==> config.mk <==
export PLATFORM = sky130hd
export DESIGN_NAME = axil_adder
export DESIGN_NICKNAME = d
export VERILOG_FILES = /design/src/rtl/adder_pkg.sv /design/src/rtl/axil_adder_core.sv /design/src/rtl/axil_adder.sv
export SDC_FILE = /design/constraint.sdc
export NUM_CORES = 1
export LEC_CHECK = 0
export CORE_MARGIN = 4
export CORE_UTILIZATION = 45
export CTS_BUF_LIST = sky130_fd_sc_hd__clkbuf_16
export CTS_CLUSTER_SIZE = 20
export DETAILED_ROUTE_END_ITERATION = 10
export PLACE_DENSITY_LB_ADDON = 0.12
export SETUP_SLACK_MARGIN = 0.05
export SLEW_MARGIN = 20
export SYNTH_ARGS = -nofsm -noshare
export SYNTH_HDL_FRONTEND = slang
export SYNTH_SLANG_ARGS = --single-unit
==> constraint.sdc <==
create_clock -name s1_axi_aclk -period 7.9 [get_ports s1_axi_aclk]
set_input_delay 0.79 -clock s1_axi_aclk [delete_from_list [all_inputs] [get_ports s1_axi_aclk]]
set_output_delay 0.79 -clock s1_axi_aclk [all_outputs]
set_load 0.005 [all_outputs]
==> src/rtl/adder_pkg.sv <==
// Shared definitions for the AXI4-Lite adder peripheral: register word offsets,
// response codes and the write/read channel state types.
package adder_pkg;

    localparam logic [1:0] ADDR_OP_A   = 2'd0;
    localparam logic [1:0] ADDR_OP_B   = 2'd1;
    localparam logic [1:0] ADDR_SUM    = 2'd2;
    localparam logic [1:0] ADDR_STATUS = 2'd3;

    localparam logic RESP_OKAY   = 1'b0;
    localparam logic RESP_SLVERR = 1'b1;

    typedef enum logic {
        W_IDLE,
        W_RESP
    } w_state_t;

    typedef enum logic {
        R_IDLE,
        R_DATA
    } r_state_t;

    // Only OP_A and OP_B accept writes; SUM and STATUS are read-only.
    function automatic logic is_writable(input logic [1:0] sel);
        return (sel == ADDR_OP_A) || (sel == ADDR_OP_B);
    endfunction

endpackage

==> src/rtl/axil_adder_core.sv <==
// Operand registers with per-byte write enables, and a registered adder that
// produces SUM plus carry-out one cycle after the operands change.
module axil_adder_core
    import adder_pkg::*;
#(
    parameter int DATA_WIDTH = 32
) (
    input  logic                    clk_i,
    input  logic                    rst_i,
    input  logic                    wr_en_i,
    input  logic [1:0]              wr_sel_i,
    input  logic [DATA_WIDTH-1:0]   wr_data_i,
    input  logic [DATA_WIDTH/8-1:0] wr_strb_i,
    output logic [DATA_WIDTH-1:0]   op_a_o,
    output logic [DATA_WIDTH-1:0]   op_b_o,
    output logic [DATA_WIDTH-1:0]   sum_o,
    output logic                    carry_o
);

    localparam int STRB_WIDTH = DATA_WIDTH / 8;

    logic [DATA_WIDTH-1:0] op_a_q, op_a_d;
    logic [DATA_WIDTH-1:0] op_b_q, op_b_d;
    logic [DATA_WIDTH-1:0] sum_q, sum_d;
    logic                  carry_q, carry_d;

    always_comb begin
        // NOTE: every always_comb output gets a default first so no path leaves it unassigned (no latch).
        op_a_d = op_a_q;
        op_b_d = op_b_q;
        for (int i = 0; i < STRB_WIDTH; i++) begin
            if (wr_en_i && wr_strb_i[i]) begin
                if (wr_sel_i == ADDR_OP_A) op_a_d[i*8 +: 8] = wr_data_i[i*8 +: 8];
                if (wr_sel_i == ADDR_OP_B) op_b_d[i*8 +: 8] = wr_data_i[i*8 +: 8];
            end
        end
        // Sum is formed from the registered operands, so it trails an operand write by one cycle.
        {carry_d, sum_d} = {1'b0, op_a_q} + {1'b0, op_b_q};
    end

    always_ff @(posedge clk_i) begin
        // NOTE: sequential state uses non-blocking assignments so all registers update together at the edge.
        if (rst_i) begin
            op_a_q  <= '0;
            op_b_q  <= '0;
            sum_q   <= '0;
            carry_q <= 1'b0;
        end else begin
            op_a_q  <= op_a_d;
            op_b_q  <= op_b_d;
            sum_q   <= sum_d;
            carry_q <= carry_d;
        end
    end

    assign op_a_o  = op_a_q;
    assign op_b_o  = op_b_q;
    assign sum_o   = sum_q;
    assign carry_o = carry_q;

endmodule

==> src/rtl/axil_adder.sv <==
// AXI4-Lite slave wrapper around the adder core: independent write and read
// channel FSMs, word-decoded on address bits [3:2].
module axil_adder
    import adder_pkg::*;
#(
    parameter int DATA_WIDTH = 32,
    parameter int ADDR_WIDTH = 8
) (
    input  logic                    s1_axi_aclk,
    input  logic                    s1_axi_areset,
    input  logic [ADDR_WIDTH-1:0]   s1_axi_awaddr,
    input  logic                    s1_axi_awvalid,
    output logic                    s1_axi_awready,
    input  logic [DATA_WIDTH-1:0]   s1_axi_wdata,
    input  logic [DATA_WIDTH/8-1:0] s1_axi_wstrb,
    input  logic                    s1_axi_wvalid,
    output logic                    s1_axi_wready,
    output logic                    s1_axi_bresp,
    output logic                    s1_axi_bvalid,
    input  logic                    s1_axi_bready,
    input  logic [ADDR_WIDTH-1:0]   s1_axi_araddr,
    input  logic                    s1_axi_arvalid,
    output logic                    s1_axi_arready,
    output logic [DATA_WIDTH-1:0]   s1_axi_rdata,
    output logic                    s1_axi_rresp,
    output logic                    s1_axi_rvalid,
    input  logic                    s1_axi_rready
);

    w_state_t              w_state_q, w_state_d;
    r_state_t              r_state_q, r_state_d;
    logic                  bresp_q, bresp_d;
    logic                  rresp_q, rresp_d;
    logic [DATA_WIDTH-1:0] rdata_q, rdata_d;

    logic                  core_wr_en;
    logic [1:0]            w_sel, r_sel;
    logic [DATA_WIDTH-1:0] op_a, op_b, sum;
    logic                  carry;
    logic                  unused_addr_bits;

    assign w_sel = s1_axi_awaddr[3:2];
    assign r_sel = s1_axi_araddr[3:2];
    assign unused_addr_bits = ^{s1_axi_awaddr, s1_axi_araddr};

    axil_adder_core #(
        .DATA_WIDTH (DATA_WIDTH)
    ) u_core (
        .clk_i     (s1_axi_aclk),
        .rst_i     (s1_axi_areset),
        .wr_en_i   (core_wr_en),
        .wr_sel_i  (w_sel),
        .wr_data_i (s1_axi_wdata),
        .wr_strb_i (s1_axi_wstrb),
        .op_a_o    (op_a),
        .op_b_o    (op_b),
        .sum_o     (sum),
        .carry_o   (carry)
    );

    // Write channel: address and data are taken together in a single cycle only.
    always_comb begin
        w_state_d      = w_state_q;
        bresp_d        = bresp_q;
        s1_axi_awready = 1'b0;
        s1_axi_wready  = 1'b0;
        core_wr_en     = 1'b0;
        unique case (w_state_q)
            W_IDLE: begin
                if (s1_axi_awvalid && s1_axi_wvalid) begin
                    s1_axi_awready = 1'b1;
                    s1_axi_wready  = 1'b1;
                    core_wr_en     = is_writable(w_sel);
                    bresp_d        = is_writable(w_sel) ? RESP_OKAY : RESP_SLVERR;
                    w_state_d      = W_RESP;
                end
            end
            W_RESP: begin
                if (s1_axi_bready) w_state_d = W_IDLE;
            end
            default: w_state_d = W_IDLE;
        endcase
    end

    // Read channel: rdata is captured from current register values at the accept edge,
    // so a read coinciding with an operand write sees the pre-write value.
    always_comb begin
        r_state_d      = r_state_q;
        rresp_d        = rresp_q;
        rdata_d        = rdata_q;
        s1_axi_arready = 1'b0;
        unique case (r_state_q)
            R_IDLE: begin
                if (s1_axi_arvalid) begin
                    s1_axi_arready = 1'b1;
                    rresp_d        = RESP_OKAY;
                    r_state_d      = R_DATA;
                    unique case (r_sel)
                        ADDR_OP_A: rdata_d = op_a;
                        ADDR_OP_B: rdata_d = op_b;
                        ADDR_SUM:  rdata_d = sum;
                        default:   rdata_d = DATA_WIDTH'(carry);
                    endcase
                end
            end
            R_DATA: begin
                if (s1_axi_rready) r_state_d = R_IDLE;
            end
            default: r_state_d = R_IDLE;
        endcase
    end

    always_ff @(posedge s1_axi_aclk) begin
        if (s1_axi_areset) begin
            w_state_q <= W_IDLE;
            r_state_q <= R_IDLE;
            bresp_q   <= RESP_OKAY;
            rresp_q   <= RESP_OKAY;
            rdata_q   <= '0;
        end else begin
            w_state_q <= w_state_d;
            r_state_q <= r_state_d;
            bresp_q   <= bresp_d;
            rresp_q   <= rresp_d;
            rdata_q   <= rdata_d;
        end
    end

    assign s1_axi_bvalid = (w_state_q == W_RESP);
    assign s1_axi_bresp  = bresp_q;
    assign s1_axi_rvalid = (r_state_q == R_DATA);
    assign s1_axi_rresp  = rresp_q;
    assign s1_axi_rdata  = rdata_q;

endmodule

Word-level counts from Yosys, hierarchy flattened
Index checks and enable logic that the tools add are counted.
{ "word_totals": {"wordCells": 50, "out_inout_bits": 39, "regBits": 132} }
{ "classes": {"bitwise_logic": 2, "reduce_logical": 18, "eq_ne": 3, "add_sub_neg": 1, "muxes": 12} }
{ "ops": {"columns": ["operator", "count"], "rows": [
  ["$pmux 32 s3", 1],
  ["$add 32x32->33", 1],
  ["$reduce_and 2->1", 10],
  ["$mux 1", 9],
  ["$logic_and 1x1->1", 5],
  ["$eq 2x1->1 const B", 2],
  ["$logic_not 2->1", 2],
  ["$pmux 1 s2", 2],
  ["$eq 2x2->1 const B", 1],
  ["$not 1->1", 2],
  ["$logic_or 1x1->1", 1]
]} }

Logic depth before layout (Yosys ltp)
Gate-level depths: netlist of the first run.
{ "depth": {"word_depth": 6, "depth_mapped": 8} }

By module
A second synthesis of the first run with hierarchy kept.
{ "unflattened": {"hier_cells": 810, "hier_area_um2": 7161.9} }
{ "by_module_without_submodules": {"columns": ["module", "instances", "seq_area_each_um2", "cells_per_inst", "area_each_um2"], "rows": [
  ["axil_adder_core", 1, 1941.9, 605, 5058.6],
  ["axil_adder", 1, 700.7, 205, 2103.3]
]} }

Worst setup path after synthesis of the first run
OpenSTA, ideal clock, no wires.
{ "synth_timing": {"path_kind": "flip-flop to flip-flop", "from": "register u_core.op_a_q[0] (netlist: u_core.op_a_o[0])", "to": "register u_core.sum_q[26] (netlist: u_core.sum_o[26])", "path_stages_with_launch": 9, "path_slack_ns": 5.438, "synth_period_minus_slack_ns": 2.462, "arrival_time_ns": 2.341, "path_cell_list": "dfxtp_1 -> ha_1 -> fa_1 -> a21o_1 -> a221o_2 -> a22oi_2 -> o31ai_4 -> a41oi_2 -> mux2_2"} }
{ "synth_between": {"elab_chain_cells": 1} }
{ "synth_lines": {"columns": ["item", "line_no", "text"], "rows": [
  ["start: declaration", "axil_adder_core.sv:22", "logic [DATA_WIDTH-1:0] op_a_q, op_a_d;"],
  ["start signal: assignment", "axil_adder_core.sv:49", "op_a_q <= op_a_d;"],
  ["$add 32x32->33", "axil_adder_core.sv:38", "{carry_d, sum_d} = {1'b0, op_a_q} + {1'b0, op_b_q};"],
  ["end signal: assignment", "axil_adder_core.sv:51", "sum_q <= sum_d;"],
  ["end: declaration", "axil_adder_core.sv:24", "logic [DATA_WIDTH-1:0] sum_q, sum_d;"]
]} }
No other way between the ends.
A chain may end at the register's enable or synchronous reset.

Worst setup path in the final report of the first run
{ "layout_timing": {"from": "input s1_axi_arvalid", "to": "output s1_axi_arready"} }
{ "layout_between": {"elab_chain_cells": 2} }
{ "layout_lines": {"columns": ["item", "line_no", "text"], "rows": [
  ["start: declaration", "axil_adder.sv:22", "input logic s1_axi_arvalid,"],
  ["$mux 1", "axil_adder.sv:94", "if (s1_axi_arvalid) begin"],
  ["$mux 1", "axil_adder.sv:92", "unique case (r_state_q)"],
  ["end: declaration", "axil_adder.sv:23", "output logic s1_axi_arready,"]
]} }
No other way between the ends.

==> results.md, run 1 <==
* DRT Pass-1 Iters at 5
* Max IR drop VDD at 0.000146 V
* Yosys warns at 0
* DP Cell Count at 1082
* Gr usage total at 0.221
* Area growth syn-to-layout at 20.5%
* CTS tree: built
* Synth cell count leaders: 132 x dfxtp_1, 131 x a21oi_1, 109 x nor2_1
* Distinct cell type count of the synthesized netlist at 65
* Layout cell share with drive strength beyond 1 at 0.0680
* WS Path Type: in -> out
* Initial DRC Count at 362
* Number of global-route vias before repair at 6175
* Post-Synth Adder-Cell Area at 0.0604
* Tmin final at 3.33 ns
* Synth Instances at 867
* Die Height at 132 um
* Post-synth EDFFs at 0
* Crit end category: primary output
* Simple-gate portion of the synthesized area at 0.212
* Async S/R FF share, synth at 0
* Final Skew at 0.00577 ns
* Slew Limit Fails at 0
* Crit path max fanout at 64
* TNS Setup at 0 ns
* Via count at 6432
* GPL Wtd Cong at 0.894
* RSZ-0062 raised after global routing: no
* Setup bufs post-CTS at 0
* DR DRC count at 0
* TritonCTS sink count at 132
* Syn Area/Cell at 8.02 um^2
* Largest net degree at the start of global routing at 87
* Clk buf depth at 2
* CP Data Required Time at 7.11 ns
* Combinational Power Share at 0.089
* Crit path top cell by count: clkdlybuf4s50_1
* CP arrival at 2.54 ns
* Cell area after layout at 8380 um^2
* Startpoint types: primary input
* IO Port Bufs at 84
* Chip width at 132 um
* Hold_buf cts at 0
* Slew Limit Headroom at 0.300
* MaxCap Viol Count at 0
* Num CTS Buffers at 17
* Worst Tran Pin Value at 1.05 ns
* Core area at 15100 um^2
* Peak Freq at 300 MHz
* Status: complete, no violations
* Largest stage delay on the critical path at 0.62 ns
* Share of the synthesized area in the top cell type at 0.380
* Average routed wire per standard cell at 17.4 um
* P per Cell Area at 189 nW/um^2
* Ant. Diodes at 0
* Worst setup margin at 4.57 ns
* Top FF cell, synth: dfxtp_1
* Clk root buf: clkbuf_16
* Net Switching at 376 uW
* H-tree levels at 4
* CP max stage cell: clkdlybuf4s50_1
* Reg clk slew, reported paths at 0.06 ns
* Seq cells post-synth at 132
* Site Rows at 45
* Multiplexer share of the synthesized area at 0.0700
* Sequential share of power at 0.439
* Syn_nets at 959
* Synth area leaders: dfxtp_1 38%, a21oi_1 9.4%, nor2_1 5.9%
* Crit-path cells: clkdlybuf4s50_1 > nor2b_4 > buf_4 > clkdlybuf4s50_1
* Worst-Skew Late Latency at 0.43 ns
* Post_cts resized at 0
* First-pass GRT wire length at 31400 um
* Nets@finish at 1005
* Final non-filler cell total at 1114
* Post-DR vias/cell at 5.77
* Synth Cell Area at 6960 um^2
* Ports at 98
* P_leak at 3.15 nW
* Worst setup startpoint: s1_axi_arvalid
* DPL Wire Length at 13600 um
* Yosys top cell by area: dfxtp_1
* Die area at 17500 um^2
* Starting Density at 0.459
* Total gr overflow at 0
* Most common cell in the netlist: dfxtp_1
* Initial antenna violation count at 0
* P_int at 1.20 mW
* Post-Route WL at 19300 um
* Tot Pwr at 1.58 mW
* Post-route antenna net violation count at 0
* WHS at 0.479 ns
* Worst r2r src: u_core.op_a_o[0]
* Area post-placement at 7830 um^2
* # setup viols final at 0
* Sequential area share after synthesis at 0.380
* Power share of the clock group at 0.472
* DP Worst Slack at 4.56 ns
* Post-layout util at 0.553
* Hold Crit Start: u_core.op_a_o[21]
* Hold Path Class: reg -> reg
* Share of the synthesized area in compound gates (AO/OA/AOI/OAI) at 0.217
* Net Sw Frac at 0.238
* Main combinational cell family by area after synthesis: compound AO/OA/AOI/OAI gates
* Tcrit/Tclk final at 0.422
* Final Hold Viols at 0
* Post-synthesis xor/xnor area fraction at 0.0189
## cells in the final DEF (no fill, tap or decap), types with 9 or more instances in the layout
cell / instances
nand2_1: 93
a21oi_1: 131
a21o_1: 10
clkdlybuf4s50_1: 82
a211oi_1: 34
dfxtp_1: 132
nor2_1: 109
nor3_1: 9
nor2b_1: 15
nand3_1: 68
clkbuf_16: 17
mux2i_1: 34
o21ai_0: 17
ha_1: 32
nand4_1: 10
xnor2_1: 9
inv_1: 10
mux2_2: 9
## layer usage
layer	global-route usage	wire [um]	vias to the layer above
li1	-	-	3168
met1	0.282	8530	3037
met2	0.362	9290	188
met3	0.0439	944	39
met4	0.101	588	0
met5	0	0	-
## final timing paths
path	to	slack [ns]	depth (start not counted)
max	s1_axi_arready	4.57	4
min reg2reg	u_core.op_a_o[21]	0.48	2
max reg2reg	u_core.sum_o[24]	4.94	8
min	u_core.op_a_o[21]	0.48	2
## sequential cells by signal (all words and copies together), names as in the netlist
register,cells
s1_axi_bresp,1
s1_axi_bvalid,1
s1_axi_rdata,32
s1_axi_rvalid,1
u_core.carry_o,1
u_core.op_a_o,32
u_core.op_b_o,32
u_core.sum_o,32
## kinds of logic after synthesis
family,Yosys count
xor gates and xnor gates,15
adders and majority gates,33
DFF,132
muxes,46
AOI/OAI and AO/OA,242
buffers and inverters,70
other,1
and+or+nand+nor,328
## layout make-up
type | instances | area (um^2)
well taps | 188 | 235
clock buffers | 17 | 425
repair buffers | 90 | 878
flip-flops and latches | 132 | 2640
inverters | 7 | 26.3
clock inverters | 15 | 125
fillers | 1409 | 6760
multi-input cells | 665 | 4050
## power by group through the flow
stage          logic, mW  clock network, mW  registers, mW
4_1_cts            0.142              0.762          0.695
6_report           0.141              0.745          0.694
3_5_place_dp       0.142                  0          0.709
2_1_floorplan     0.0721                  0          0.708
3_3_place_gp       0.140                  0          0.708
5_1_grt            0.153              0.788          0.697
## worst max-delay path: cells and delay by family
family        cells  cell delay [ns]
buf+inv           3             1.60
simple gates      1             0.13
No activity file was read; power rests on OpenSTA's default activity.
==> inputs of run 2 (changes only) <==
clock period = 3.3 ns   (was 7.9 ns; I/O delays follow)
==> run 2 against run 1 <==
  * Clock power rose by 130%
  * First-iteration DRC count rose by 16%
  * Via count about the same
  * Sequential share of layout area is essentially flat
  * Clock skew grew 0.0021 ns
  * Register-to-register slack worse by 4.5 ns
  * Count of clock-buffer cells in the layout unchanged
  * Critical path depth increased by 4
  * Critical path type is now reg -> reg
  * Critical endpoint is now u_core.sum_o[24]
==> results.md, run 2 (synthesized netlist as in run 1, its figures left out) <==
* Starting Density at 0.459 (unchanged)
* Layout cell share with drive strength beyond 1 at 0.0710 (was 0.0680)
* WP buf/inv at 0 (was 3)
* CP arrival at 3.18 ns (was 2.54 ns)
* Largest stage delay on the critical path at 0.43 ns (was 0.62 ns)
* GPL Wtd Cong at 0.910 (was 0.894)
* P_leak at 3.18 nW (was 3.15 nW)
* Chip width at 132 um (unchanged)
* Largest net degree at the start of global routing at 64 (was 87)
* Initial DRC Count at 419 (was 362)
* Peak Freq at 348 MHz
* Slew Limit Fails at 0 (unchanged)
* # setup viols final at 0 (unchanged)
* CP max stage cell: fa_1 (was clkdlybuf4s50_1)
* Clk buf depth at 2 (unchanged)
* Tcrit/Tclk final at 0.872
* Nets@finish at 1011 (was 1005)
* First-pass GRT wire length at 31700 um (was 31400 um)
* Status: complete, no violations (unchanged)
* Area growth syn-to-layout at 20.7% (was 20.5%)
* Crit path max fanout at 4 (was 64)
* DRT Pass-1 Iters at 5 (unchanged)
* Ports at 98 (unchanged)
* Slew Limit Headroom at 0.346 (was 0.300)
* Cell family with most CP delay: compound AO/OA/AOI/OAI gates (was buffers and inverters)
* Reg clk slew, reported paths at 0.05 ns (was 0.06 ns)
* Average routed wire per standard cell at 17.7 um (was 17.4 um)
* Filler cells at 1359 (was 1409)
* MaxCap Viol Count at 0 (unchanged)
* Hold Crit Start: s1_axi_areset (was u_core.op_a_o[21])
* TritonCTS sink count at 132 (unchanged)
* Post-DR vias/cell at 5.76 (was 5.77)
* Post_cts resized at 0 (unchanged)
* Final Hold Viols at 0 (unchanged)
* Hold Path Class: in -> reg (was reg -> reg)
* WHS at 0.411 ns (was 0.479 ns)
* Clk root buf: clkbuf_16 (unchanged)
* RSZ-0062 raised after global routing: no (unchanged)
* Tmin final at 2.88 ns
* H-tree levels at 4 (unchanged)
* Core area at 15100 um^2 (unchanged)
* Final Skew at 0.00791 ns (was 0.00577 ns)
* TNS Setup at 0 ns (unchanged)
* Die area at 17500 um^2 (unchanged)
* Site Rows at 45 (unchanged)
* Hold_buf cts at 0 (unchanged)
* Gr usage total at 0.226 (was 0.221)
* P per Cell Area at 440 nW/um^2 (was 189 nW/um^2)
* Most common cell after layout, fill and taps aside: dfxtp_1 (unchanged)
* Worst Tran Pin Value at 0.981 ns (was 1.05 ns)
* CTS tree: built (unchanged)
* DPL Wire Length at 14100 um (was 13600 um)
* Crit end category: flop (was primary output)
* Post-Route WL at 19800 um (was 19300 um)
* Worst r2r src: u_core.op_a_o[0] (unchanged)
* Worst setup startpoint: u_core.op_a_o[0] (was s1_axi_arvalid)
* Number of global-route vias before repair at 6272 (was 6175)
* Num CTS Buffers at 17 (unchanged)
* Crit-path cells: ha_1 > fa_1 > a21o_1 > a221o_2 > a21oi_1 > o21ai_1 > a31oi_1 > mux2_2 (was clkdlybuf4s50_1 > nor2b_4 > buf_4 > clkdlybuf4s50_1)
* Setup bufs post-CTS at 0 (unchanged)
* Post-route antenna net violation count at 0 (unchanged)
* WS Path Type: reg -> reg (was in -> out)
* DR DRC count at 0 (unchanged)
* Final non-filler cell total at 1117 (was 1114)
* Max IR drop VDD at 0.000359 V (was 0.000146 V)
* Die Height at 132 um (unchanged)
* IO Port Bufs at 84 (unchanged)
* DP Cell Count at 1088 (was 1082)
* Startpoint types: flop (was primary input)
* Most frequent cells in the layout: 132 x dfxtp_1, 131 x a21oi_1, 109 x nor2_1 (unchanged)
* Via count at 6436 (was 6432)
* Worst-Skew Late Latency at 0.42 ns (was 0.43 ns)
* Total gr overflow at 0 (unchanged)
* Ant. Diodes at 0 (unchanged)
* Initial antenna violation count at 0 (unchanged)
* CP Data Required Time at 3.60 ns (was 7.11 ns)
[run 2: changes by cell type in the layout (fill, tap and decap cells not counted), sizes merged]
cell | before | now
clkinvlp | 3 | 1
buf | 8 | 14
inv | 10 | 12
clkinv | 7 | 5
bufinv | 2 | 1
[run 2: per-layer routing]
| layer | vias up | routed length [um] | global-route usage |
|---|---|---|---|
| met5 | - | 0 | 0 |
| met4 | 0 | 580 | 0.0889 |
| met3 | 38 | 1120 | 0.0546 |
| met2 | 209 | 9300 | 0.363 |
| met1 | 2993 | 8750 | 0.292 |
| li1 | 3196 | - | - |
[run 2: stage by stage]
stage	power (mW)	util	setup slack, ns	instance area [um^2]
after floorplan	1.87	-	0.838	6960
after global placement	2.04	0.521	0.491	7890
after detailed placement	2.04	0.521	0.468	7890
after CTS	3.72	0.554	0.444	8390
after global routing	3.82	0.554	0.361	8390
final	3.69	0.554	0.424	8390
[run 2: power breakdown]
group	internal (mW)	leakage, nW	switching (mW)
Sequential	1.64	1.07	0.0241
Clock	0.997	0.268	0.683
Combinational	0.166	1.84	0.182
Total	2.80	3.18	0.889
[run 2: worst paths after layout]
check	to	slack [ns]	cells after the start
worst max-delay path	u_core.sum_o[24]	0.42	8
worst min-delay path	u_core.op_b_o[18]	0.41	2
worst max register to register	u_core.sum_o[24]	0.42	8
worst min register to register	u_core.op_a_o[25]	0.47	2
[run 2: cell type report]
| class | count | area [um^2] | share of cell area |
|---|---|---|---|
| Multi-Input combinational cell | 665 | 4050 | 0.482 |
| Timing Repair Buffer | 96 | 936 | 0.111 |
| Tap cell | 188 | 235 | 0.0280 |
| Clock inverter | 12 | 80.1 | 0.00954 |
| Sequential cell | 132 | 2640 | 0.315 |
| Clock buffer | 17 | 425 | 0.0507 |
| Inverter | 7 | 26.3 | 0.00313 |
